[src/rtl/dump_ctrl.sv]
// dump_ctrl: streams a complete capture buffer from sample RAM to a UART, oldest sample first,
// one byte per RAM read, then pulses dump_finished/clr_capture_done.
module dump_ctrl #(
    parameter int AW    = 9,
    parameter int DW    = 8,
    parameter int DEPTH = 512
) (
    input  logic          clk,
    input  logic          rst_n,
    input  logic          start_dump,
    input  logic          capture_done,
    input  logic [AW-1:0] last_addr,
    output logic          ram_en,
    output logic [AW-1:0] ram_addr,
    input  logic [DW-1:0] ram_rdata,
    output logic [DW-1:0] tx_data,
    output logic          trmt,
    input  logic          tx_done,
    output logic          busy,
    output logic          dump_finished,
    output logic          clr_capture_done
);
    typedef enum logic [2:0] {IDLE, RD, LATCH, SEND, WAIT_TX, DONE} state_t;
    state_t        r_state, w_next;
    logic [AW-1:0] r_rd_ptr;
    logic [AW:0]   r_cnt;
    logic [DW-1:0] r_tx_data;
    logic          w_start, w_last;

    assign w_start          = start_dump && capture_done;
    assign w_last           = r_cnt == (AW+1)'(DEPTH-1);
    assign ram_addr         = r_rd_ptr;
    assign tx_data          = r_tx_data;
    assign clr_capture_done = dump_finished;

    always_ff @(posedge clk or negedge rst_n)
        if (!rst_n) r_state <= IDLE;
        else r_state <= w_next;

    always_comb begin
        w_next        = r_state;
        ram_en        = 1'b0;
        trmt          = 1'b0;
        busy          = 1'b1;
        dump_finished = 1'b0;
        case (r_state)
            IDLE: begin
                busy = 1'b0;
                if (w_start) w_next = RD;
            end
            RD: begin
                ram_en = 1'b1;
                w_next = LATCH;
            end
            LATCH:   w_next = SEND;
            SEND: begin
                trmt   = 1'b1;
                w_next = WAIT_TX;
            end
            WAIT_TX: if (tx_done) w_next = w_last ? DONE : RD;
            DONE: begin
                dump_finished = 1'b1;
                w_next        = IDLE;
            end
            default: w_next = IDLE;
        endcase
    end

    // Start one past the newest sample so the oldest goes out first; pointer wraps naturally.
    always_ff @(posedge clk or negedge rst_n)
        if (!rst_n) begin
            r_rd_ptr  <= '0;
            r_cnt     <= '0;
            r_tx_data <= '0;
        end else begin
            case (r_state)
                IDLE: if (w_start) begin
                    r_rd_ptr <= last_addr + 1'b1;
                    r_cnt    <= '0;
                end
                LATCH: r_tx_data <= ram_rdata;
                WAIT_TX: if (tx_done && !w_last) begin
                    r_rd_ptr <= r_rd_ptr + 1'b1;
                    r_cnt    <= r_cnt + 1'b1;
                end
                default: ;
            endcase
        end
endmodule

[config.mk]
export PLATFORM = sky130hd
export DESIGN_NAME = dump_ctrl
export DESIGN_NICKNAME = d
export VERILOG_FILES = /design/src/rtl/dump_ctrl.sv
export SDC_FILE = /design/constraint.sdc
export NUM_CORES = 1
export LEC_CHECK = 0
export BUFFER_PORTS_ARGS = -buffer_cell sky130_fd_sc_hd__clkbuf_2
export CAP_MARGIN = 25
export CELL_PAD_IN_SITES_DETAIL_PLACEMENT = 0
export CELL_PAD_IN_SITES_GLOBAL_PLACEMENT = 2
export CORE_MARGIN = 1.5
export CORE_UTILIZATION = 29
export DETAILED_ROUTE_END_ITERATION = 12
export PLACE_DENSITY = 0.8
export SLEW_MARGIN = 20
export SYNTH_ARGS = -nofsm -noshare
export SYNTH_HDL_FRONTEND = slang
export SYNTH_SLANG_ARGS = --single-unit
[constraint.sdc]
create_clock -name clk -period 2.2 [get_ports clk]
set_clock_uncertainty 0.2 [all_clocks]
set_input_delay 0.22 -clock clk [delete_from_list [all_inputs] [get_ports clk]]
set_output_delay 0.22 -clock clk [all_outputs]
set_load 0.03 [all_outputs]
==> results of run 1 <==
worst min-delay path, delay by kind of cell:
kind	cells	cell delay, ns
compound gates	2	0.14
buf+inv	1	0.11
layer usage:
layer / up-vias / GRT usage / wire length (µm)
met5: - / 0 / 0
met4: 0 / 0.0305 / 33
met3: 5 / 0.0363 / 210
met2: 28 / 0.257 / 2450
met1: 852 / 0.209 / 2160
li1: 878 / - / -
flip-flops by register name (all words and copies together) (netlist names):
register  cells
tx_data       8
r_state       3
r_cnt        10
ram_addr      9
layout make-up:
cell class	instances	area [µm²]
Fill cell	629	3540
Multi-Input combinational cell	155	1040
Sequential cell	30	751
Timing Repair Buffer	71	460
Tap cell	75	93.8
Clock buffer	6	82.6
Clock inverter	2	12.5
Inverter	3	11.3
final timing paths:
path / startpoint / end / slack [ns] / depth (start not counted)
max reg2reg: r_state[2] / ram_addr[4] / 0.15 / 8
min: last_addr[6] / ram_addr[6] / 0.04 / 3
max in group asynchronous: rst_n / ram_addr[0] / 0.94 / 2
min reg2reg: tx_data[6] / tx_data[6] / 0.31 / 1
max: r_state[2] / ram_addr[4] / 0.15 / 8
min in group asynchronous: rst_n / ram_addr[5] / 0.35 / 2
per-stage QoR:
step           setup slack, ns  area (µm²)  power, mW  utilization  instances
2_1_floorplan         0.000674        1860       2.20            -        200
3_3_place_gp             0.184        2200       2.71        0.368        321
3_5_place_dp             0.122        2200       2.71        0.368        321
4_1_cts                  0.120        2390       3.21        0.399        338
5_1_grt                 0.0158        2450       3.49        0.410        342
6_report                 0.155        2450       3.23        0.410        342
cells by family (layout without fill, tap and decap cells):
family	Yosys count	count (layout)
compound gates	46	46
xor+xnor	1	1
fa+ha+maj	2	2
buf+inv	15	82
flops	30	30
mux	9	9
simple gates	97	97
placed cells by master, fill, tap and decap left out, types with 4 or more instances in the layout:
| cell | n |
|---|---|
| buf_4 | 18 |
| nand3_1 | 9 |
| nor2_1 | 9 |
| nand3b_1 | 8 |
| dfrtp_1 | 30 |
| nand2_1 | 32 |
| dlygate4sd3_1 | 9 |
| nand4_1 | 6 |
| mux2_2 | 8 |
| nor3_1 | 5 |
| o21ai_0 | 5 |
| o221ai_1 | 7 |
| a31oi_1 | 4 |
| clkbuf_2 | 43 |
| and3_1 | 13 |
| a21oi_1 | 11 |
| clkbuf_8 | 6 |
where the power goes:
group,total (mW),internal [mW],switching [mW],leakage [nW]
combinational,1.71,0.699,1.01,0.712
sequential,1.05,0.805,0.246,0.370
clock,0.474,0.251,0.222,0.0472
timing repair:
| action | 4_1_cts | 5_1_grt |
|---|---|---|
| buffers inserted | 0 | 4 |
| hold buffers | 9 | 0 |
| resized for setup | 0 | 5 |
| endpoints found under the hold margin | 38 | 0 |
| endpoints found under the setup margin | 0 | 13 |
==> results.md, run 1 <==
- Die H: 82.5 µm
- Leading post-synthesis cells by cell area: dfrtp_1 41%, nand2_1 6.6%, mux2_2 4.9%
- Async S/R FF share, synth: 1.00
- Nets@finish: 290
- Synth Net Count: 224
- Post-synth EDFFs: 0
- Hold Vio Cnt, Final: 0
- Starting Density: 0.306
- Yosys reg bits: 30
- Drt wl/cell: 14.2 µm
- Final Max Slew Viols: 0
- Multiplexer share of the synthesized area: 0.0547
- RSZ-0062 raised after global routing: false
- Xor and xnor area share after synthesis: 0.00478
- Crit-path max FO: 7
- CTS Buffer Depth: 2
- Die footprint: 6800 µm²
- Worst-path clk slew: 0.07 ns
- Post-route ant nets: 0
- Netlist cell types: 47
- Synth Area in Adders: 0.0137
- PortBufs: 43
- Largest net degree at the start of global routing: 31
- Seq/Total Area, Yosys: 0.410
- ANT cells: 0
- Post-synth top flop: dfrtp_1
- WL final: 4.86 mm
- # setup viols final: 0
- Critical Path RT: 2.17 ns
- Crit share post-route: 0.930
- Syn Inst Count: 200
- Crit path kind: reg -> reg
- Pwr Density: 1320 nW/µm²
- Crit path top cell by count: nand2_1
- Final setup TNS: 0 ns
- Yosys top cell area share: 0.410
- Bufs and invs on worst path: 1
- Detail Placement HPWL: 3.42 mm
- Root Driver: clkbuf_8
- Core Rows: 28
- Routability cong.: 0.762
- Vias in the first global route: 1645
- Clock sink count: 30
- Delay-heaviest family, CP: simple AND/OR/NAND/NOR gates
- Worst vdd ir: 0.783 mV
- Antenna violations before repair: 0
- H-tree depth: 2
- Hold Crit Class: in -> reg
- Crit-path max cell delay: 0.42 ns
- Largest family of logic cells by synthesized area: simple AND/OR/NAND/NOR gates
- First-pass GRT wire length: 8.19 mm
- Simple-gate share of the synthesized area: 0.289
- Total gr overflow: 0
- Worst setup EP type: flip-flop
- Share of cells above drive strength 1: 0.341
- CP cell instances: or3b_4, nand2_1, nand2_1, ha_4, buf_4, a41o_1, a21oi_2, a21oi_1
- Dominant cell type by area after synthesis: dfrtp_1
- Vias/cell: 5.15
- Startpoint types: flip-flop
- Syn Area/Cell: 9.15 µm²
- DRC violations left: 0
- Worst-skew pair later-pin latency: 0.28 ns
- Pre-Repair DR Iteration Count: 4
- Slew margin rel.: 0.468
- Global Route Usage Sum: 0.156
- Core footprint: 5990 µm²
- Critical Path AT: 2.01 ns
- DR vias: 1763
- Post-synth top cells: 32 x nand2_1, 30 x dfrtp_1, 13 x and3_1
- Fmax achieved: 489 MHz
- Area Overhead vs Synth: 34.1%
- Pleak: 1.13 nW
- Count leader, synth: nand2_1
- Hold WS: 0.0411 ns
- IO Count: 44
- Post-synthesis compound-gate area fraction: 0.183
- Die X: 82.5 µm
- Max Cap Viol: 0
- Iter 0 DRT Violations: 95
- Netlist Area Pre-Place: 1830 µm²
- Synth warn: 0
- Outcome: finished, final reports clean
- Worst path slowest cell: dfrtp_1
- CTS buffer count: 5
- Post-layout minimum cycle time: 2.05 ns
- CTS tree: done
- Slew @ Worst Pin: 0.798 ns
Power figures use the tool's default switching activity.
==> run 2: changes to the inputs <==
- CORE_UTILIZATION: 29 -> 30
- CTS_BUF_LIST: unset -> sky130_fd_sc_hd__clkbuf_8
- PLACE_DENSITY: 0.8 -> 0.82
==> run 2 against run 1 <==
Compared with the run above:
- routed wire length shrank 1.9%
- non-clock buffer count shrank 2
- global-route usage is essentially flat
- worst setup slack lost 0.043 ns
- clock power shrank 6.3%
- sequential cell count is the same
- fmax shrank 2.1%
- core utilization shrank 0.53 points
- largest cell class unchanged
==> results.md, run 2 (same netlist as run 1, synthesis figures left out) <==
- Iter 0 DRT Violations: 143 (+51%)
- Total power: 3.16 mW (-2.3%)
- Crit path kind: reg -> reg
- Design area: 2390 µm² (-2.4%)
- Share of cells above drive strength 1: 0.327 (-0.0138)
- Total gr overflow: 0 (unchanged)
- Crit-path max FO: 7 (unchanged)
- Antenna violations before repair: 0 (unchanged)
- Cells on worst reg2reg path: 8 (unchanged)
- # fillers: 596 (-5.2%)
- Global Route Usage Sum: 0.157 (+0.000333)
- IO Count: 44 (unchanged)
- Pwr Density: 1320 nW/µm² (+0.11%)
- Routability cong.: 0.763 (+0.21%)
- Dpl cell area: 2210 µm² (+0.11%)
- Pre-Repair DR Iteration Count: 5 (+1)
- Vias in the first global route: 1603 (-2.6%)
- Clock sink count: 30 (unchanged)
- Worst reg2reg path endpoint: ram_addr[4]
- Placed insts: 323 (+0.62%)
- Worst-path clk slew: 0.06 ns (about the same)
- Post-layout minimum cycle time: 2.09 ns (+0.0429 ns)
- Vias/cell: 5.24 (+1.7%)
- Die H: 81.1 µm (-1.6%)
- Fmax achieved: 479 MHz (-2.1%)
- CTS Buffer Depth: 2 (unchanged)
- Final setup TNS: 0 ns (unchanged)
- Worst-skew pair later-pin latency: 0.28 ns (about the same)
- Final Max Slew Viols: 0 (unchanged)
- Worst R2R Setup Slack: 0.11 ns (-0.04 ns)
- Max reg flops: 10 (unchanged)
- Die footprint: 6580 µm² (-3.2%)
- Biggest register: r_cnt
- Hold WS: 0.0471 ns (+0.00607 ns)
- Fin util: 0.404 (-0.00529)
- DR vias: 1772 (+0.51%)
- Hold Crit Class: in -> reg
- Critical Path RT: 2.16 ns (about the same)
- CTS buffer count: 5 (unchanged)
- DRC violations left: 0 (unchanged)
- Core footprint: 5920 µm² (-1.2%)
- Critical Path AT: 2.05 ns (+0.04 ns)
- Reg2reg start: r_state[0]
- Largest net degree at the start of global routing: 31 (unchanged)
- Crit share post-route: 0.949 (+0.0195)
- # setup viols final: 0 (unchanged)
- DP Worst Slack: 0.0855 ns (-0.0369 ns)
- PortBufs: 43 (unchanged)
- Outcome: finished, final reports clean
- Detail Placement HPWL: 3.44 mm (+0.84%)
- Core Rows: 28 (unchanged)
- First-pass GRT wire length: 7.94 mm (-3.1%)
- ANT cells: 0 (unchanged)
- CTS tree: done
- Post-route ant nets: 0 (unchanged)
- Most frequent cells in the layout: 43 x clkbuf_2, 32 x nand2_1, 29 x dfrtp_1
- Pleak: 1.10 nW (-2.6%)
- Nets@finish: 288 (-0.69%)
- Hold Vio Cnt, Final: 0 (unchanged)
- Most common cell after layout, fill and taps aside: clkbuf_2
- Startpoint types: flip-flop
- Hold Path End: ram_addr[6]
- Starting Density: 0.309 (+0.00362)
- Final setup margin: 0.112 ns (-0.0429 ns)
- WL final: 4.76 mm (-1.9%)
- Slew margin rel.: 0.490 (+0.0219)
- Die X: 81.1 µm (-1.6%)
- Final cell count without fillers: 338 (-1.2%)
- Max Cap Viol: 0 (unchanged)
- Area Overhead vs Synth: 30.8%
- Hold depth: 3 (unchanged)
- Worst setup EP type: flip-flop
- Hold path startpoint: last_addr[6]
- Slew @ Worst Pin: 0.765 ns (-0.0329 ns)
- Drt wl/cell: 14.1 µm (-0.75%)
- Worst vdd ir: 0.447 mV (-43%)
- Root Driver: clkbuf_8
- H-tree depth: 2 (unchanged)
-- run 2: cell type report --
cell class	count	area, µm²	area share
well taps	75	93.8	0.0392
multi-input cells	155	1020	0.427
inverters	3	11.3	0.00470
clock buffers	6	82.6	0.0345
flip-flops and latches	30	752	0.314
repair buffers	69	433	0.181
-- run 2: worst max-delay path by stage --
stage	start	endpoint	slack, ns
6_report	r_state[0]	ram_addr[4]	0.11
5_1_grt	r_state[0]	ram_addr[4]	-0.002
4_1_cts	r_state[0]	ram_addr[4]	0.08
3_5_place_dp	r_state[0]	ram_addr[4]	0.09
3_3_place_gp	r_state[0]	ram_addr[4]	0.10
2_1_floorplan	r_state[0]	ram_addr[8]	0.0007
-- run 2: routing by layer --
metal | GRT usage | wire length (µm) | vias to the layer above
met5 | 0 | 0 | -
met4 | 0.0517 | 91 | 0
met3 | 0.0326 | 206 | 10
met2 | 0.241 | 2230 | 44
met1 | 0.219 | 2230 | 838
li1 | - | - | 880
-- run 2: where the power goes --
part / switching (mW) / internal (mW)
Sequential: 0.256 / 0.808
Clock: 0.203 / 0.241
Combinational: 0.984 / 0.666
Total: 1.44 / 1.71
-- run 2: what timing repair did --
action                                  4_1_cts  5_1_grt
endpoints found under the setup margin        0        2
hold buffers                                  9        0
setup buffers                                 0        0
hold endpoints to repair                     38        0
gates resized for setup                       0        4
-- run 2: worst max-delay path: stages, from the launching register on --
cell	delay (ns)
dfrtp_2	0.45
or3b_4	0.40
nand2_1	0.08
nand2_1	0.10
ha_4	0.20
buf_4	0.15
a41o_1	0.23
a21oi_2	0.11
a21oi_1	0.04
==> run 3: changes to the inputs <==
- BUFFER_PORTS_ARGS: -buffer_cell sky130_fd_sc_hd__clkbuf_2 -> unset
- CORE_UTILIZATION: 30 -> 35
- DONT_BUFFER_PORTS: unset -> 1
- PLACE_DENSITY: 0.82 -> 0.81
==> run 3 against run 2 <==
Compared with the run above:
- register-to-register slack is essentially flat
- global-route usage grew 1.9 points
- core utilization is 4.6 points higher
- die area is 14% lower
- hold slack worse by 0.030 ns
- sequential share of layout area grew 1.4 points
- clock-buffer cell count decreased by 1
- via count down 3.1%
- final cell count decreased by 10%
- largest cell class unchanged
==> results.md, run 3 (same netlist as run 1, synthesis figures left out) <==
- Outcome: finished, final reports clean
- Global Route Usage Sum: 0.176 (+0.0194)
- Max Cap Viol: 0 (unchanged)
- Iter 0 DRT Violations: 179 (+25%)
- Slew margin rel.: 0.714 (+0.224)
- IO Count: 44 (unchanged)
- Core Rows: 26 (-7.1%)
- Crit. Startpoint: r_state[0]
- Antenna violations before repair: 0 (unchanged)
- Die X: 75.3 µm (-7.1%)
- Placed insts: 281 (-13%)
- RSZ-0062 raised after global routing: false
- CTS Buffer Depth: 2 (unchanged)
- Total power: 3.04 mW (-3.8%)
- Drt wl/cell: 15.8 µm (+12%)
- Clock sink count: 30 (unchanged)
- Worst reg2reg path endpoint: ram_addr[2]
- Startpoint types: flip-flop
- Worst setup EP type: flip-flop
- End of the critical path: ram_addr[2]
- Sequential share of power: 0.423 (+0.086)
- First-pass GRT wire length: 7.61 mm (-4.1%)
- Hold Crit Class: in -> reg
- Worst vdd ir: 0.590 mV (+32%)
- PortBufs: 0 (-100%)
- Worst R2R Setup Slack: 0.1 ns (about the same)
- Final setup TNS: 0 ns (unchanged)
- DR vias: 1717 (-3.1%)
- Post-route ant nets: 0 (unchanged)
- CTS buffer count: 5 (unchanged)
- Biggest register: r_cnt
- Vias/cell: 5.65 (+7.7%)
- Crit-path max FO: 8 (+1)
- Most frequent cells in the layout: 32 x nand2_1, 30 x dfrtp_1, 23 x buf_4
- Crit share post-route: 0.955 (+0.00548)
- H-tree depth: 2 (unchanged)
- DRC violations left: 0 (unchanged)
- # setup viols final: 0 (unchanged)
- Crit path kind: reg -> reg
- Worst path slowest cell: or3b_4
- Crit-path max cell delay: 0.47 ns (+0.02 ns)
- Total gr overflow: 0 (unchanged)
- Critical Path RT: 2.17 ns (about the same)
- Share of cells above drive strength 1: 0.214 (-0.113)
- Max reg flops: 10 (unchanged)
- Die footprint: 5670 µm² (-14%)
- Hold Vio Cnt, Final: 0 (unchanged)
- Pleak: 0.986 nW (-10%)
- Setup Fix Bufs, Post-CTS: 0 (unchanged)
- Worst-path clk slew: 0.07 ns (about the same)
- Core footprint: 5070 µm² (-14%)
- Worst-skew pair later-pin latency: 0.28 ns (about the same)
- Nets@finish: 258 (-10%)
- Cells on worst reg2reg path: 7 (-1)
- ANT cells: 0 (unchanged)
- Critical Path AT: 2.07 ns (+0.02 ns)
- Psw: 1.42 mW (-1.5%)
- Pwr Density: 1330 nW/µm² (+0.81%)
- Die H: 75.3 µm (-7.1%)
- Slew @ Worst Pin: 0.429 ns (-0.335 ns)
- Int Power: 1.62 mW (-5.7%)
- CP cell instances: or3b_4, nand2_1, nand2_1, ha_2, or3_1, nand3_1, a2bb2oi_1
- Root Driver: clkbuf_8
- Crit path top cell by count: nand2_1
- Comb pwr share: 0.439 (-0.084)
- Vias in the first global route: 1593 (-0.62%)
- Routability cong.: 0.848 (+11%)
- Largest net degree at the start of global routing: 31 (unchanged)
- Pre-Repair DR Iteration Count: 4 (-1)
- Reg2reg start: r_state[0]
- Switch share: 0.468 (+0.0110)
- Clock share of power: 0.138 (-0.002)
- Post-layout minimum cycle time: 2.10 ns (+0.0121 ns)
- Fmax achieved: 476 MHz (-0.57%)
- Final Max Slew Viols: 0 (unchanged)
- Most common cell after layout, fill and taps aside: nand2_1
- Detail Placement HPWL: 3.45 mm (+0.19%)
- # fillers: 506 (-15%)
- Area Overhead vs Synth: 24.9%
- CTS tree: done
- WL final: 4.80 mm (+0.84%)
- Final cell count without fillers: 304 (-10%)
- Starting Density: 0.361 (+0.0515)
## run 3: cell count changes in the layout (fill, tap and decap cells not counted), moves of 2 or more
cell | previous run | this run
buf_4 | 17 | 23
clkinv_2 | 0 | 2
dlygate4sd3_1 | 9 | 15
clkbuf_2 | 43 | 0
## run 3: how the worst min path moves through the flow
| stage | startpoint | to | slack [ns] | cells after the start |
|---|---|---|---|---|
| after floorplan | rst_n | r_cnt[0] | -0.28 | 0 |
| after global placement | rst_n | ram_addr[3] | -0.27 | 0 |
| after detailed placement | rst_n | ram_addr[3] | -0.27 | 0 |
| after CTS | last_addr[7] | ram_addr[7] | 0.004 | 2 |
| after global routing | last_addr[7] | ram_addr[7] | 0.04 | 2 |
| final | last_addr[7] | ram_addr[7] | 0.02 | 2 |
## run 3: cell type report
type | instances | area [µm²] | area share
multi-input combinational | 155 | 1010 | 0.444
sequential | 30 | 751 | 0.328
timing repair buffer | 39 | 343 | 0.150
tap | 70 | 87.6 | 0.0383
clock buffer | 5 | 68.8 | 0.0301
inverter | 3 | 11.3 | 0.00493
clock inverter | 2 | 10.0 | 0.00438
## run 3: what timing repair did
action / CTS / global route
gates resized for setup: 0 / 1
hold buffers: 16 / 0
endpoints found under the setup margin: 0 / 2
endpoints found under the hold margin: 45 / 0
## run 3: power by group through the flow
stage          Sequential (mW)  Clock [mW]  Combinational (mW)
3_3_place_gp              1.27           0                1.24
3_5_place_dp              1.29           0                1.28
5_1_grt                   1.33       0.464                1.46
4_1_cts                   1.29       0.433                1.32
6_report                  1.28       0.419                1.33
2_1_floorplan             1.31           0               0.885
## run 3: routing by layer
layer | up-vias | routed length [µm] | GRT usage | part of all wire
met3 | 4 | 281 | 0.0450 | 0.058
met5 | - | 0 | 0 | 0
met1 | 840 | 1990 | 0.230 | 0.41
met4 | 0 | 28 | 0.0496 | 0.0058
li1 | 816 | - | - | -
met2 | 57 | 2500 | 0.290 | 0.52
## run 3: critical path, delay by kind of cell (launching register included)
family | cells | cell delay [ns]
flops | 1 | 0.42
compound gates | 1 | 0.07
simple gates | 5 | 1.07
fa+ha+maj | 1 | 0.24
## run 3: per-stage QoR
stage               utilization  area [µm²]  hold slack, ns  setup slack, ns
floorplan                     -        1860          -0.276         0.000674
global placement          0.400        2030          -0.274            0.181
detailed placement        0.400        2030          -0.274           0.0822
CTS                       0.449        2280         0.00388           0.0966
global route              0.450        2290          0.0381          0.00226
finish                    0.450        2290          0.0169           0.0999
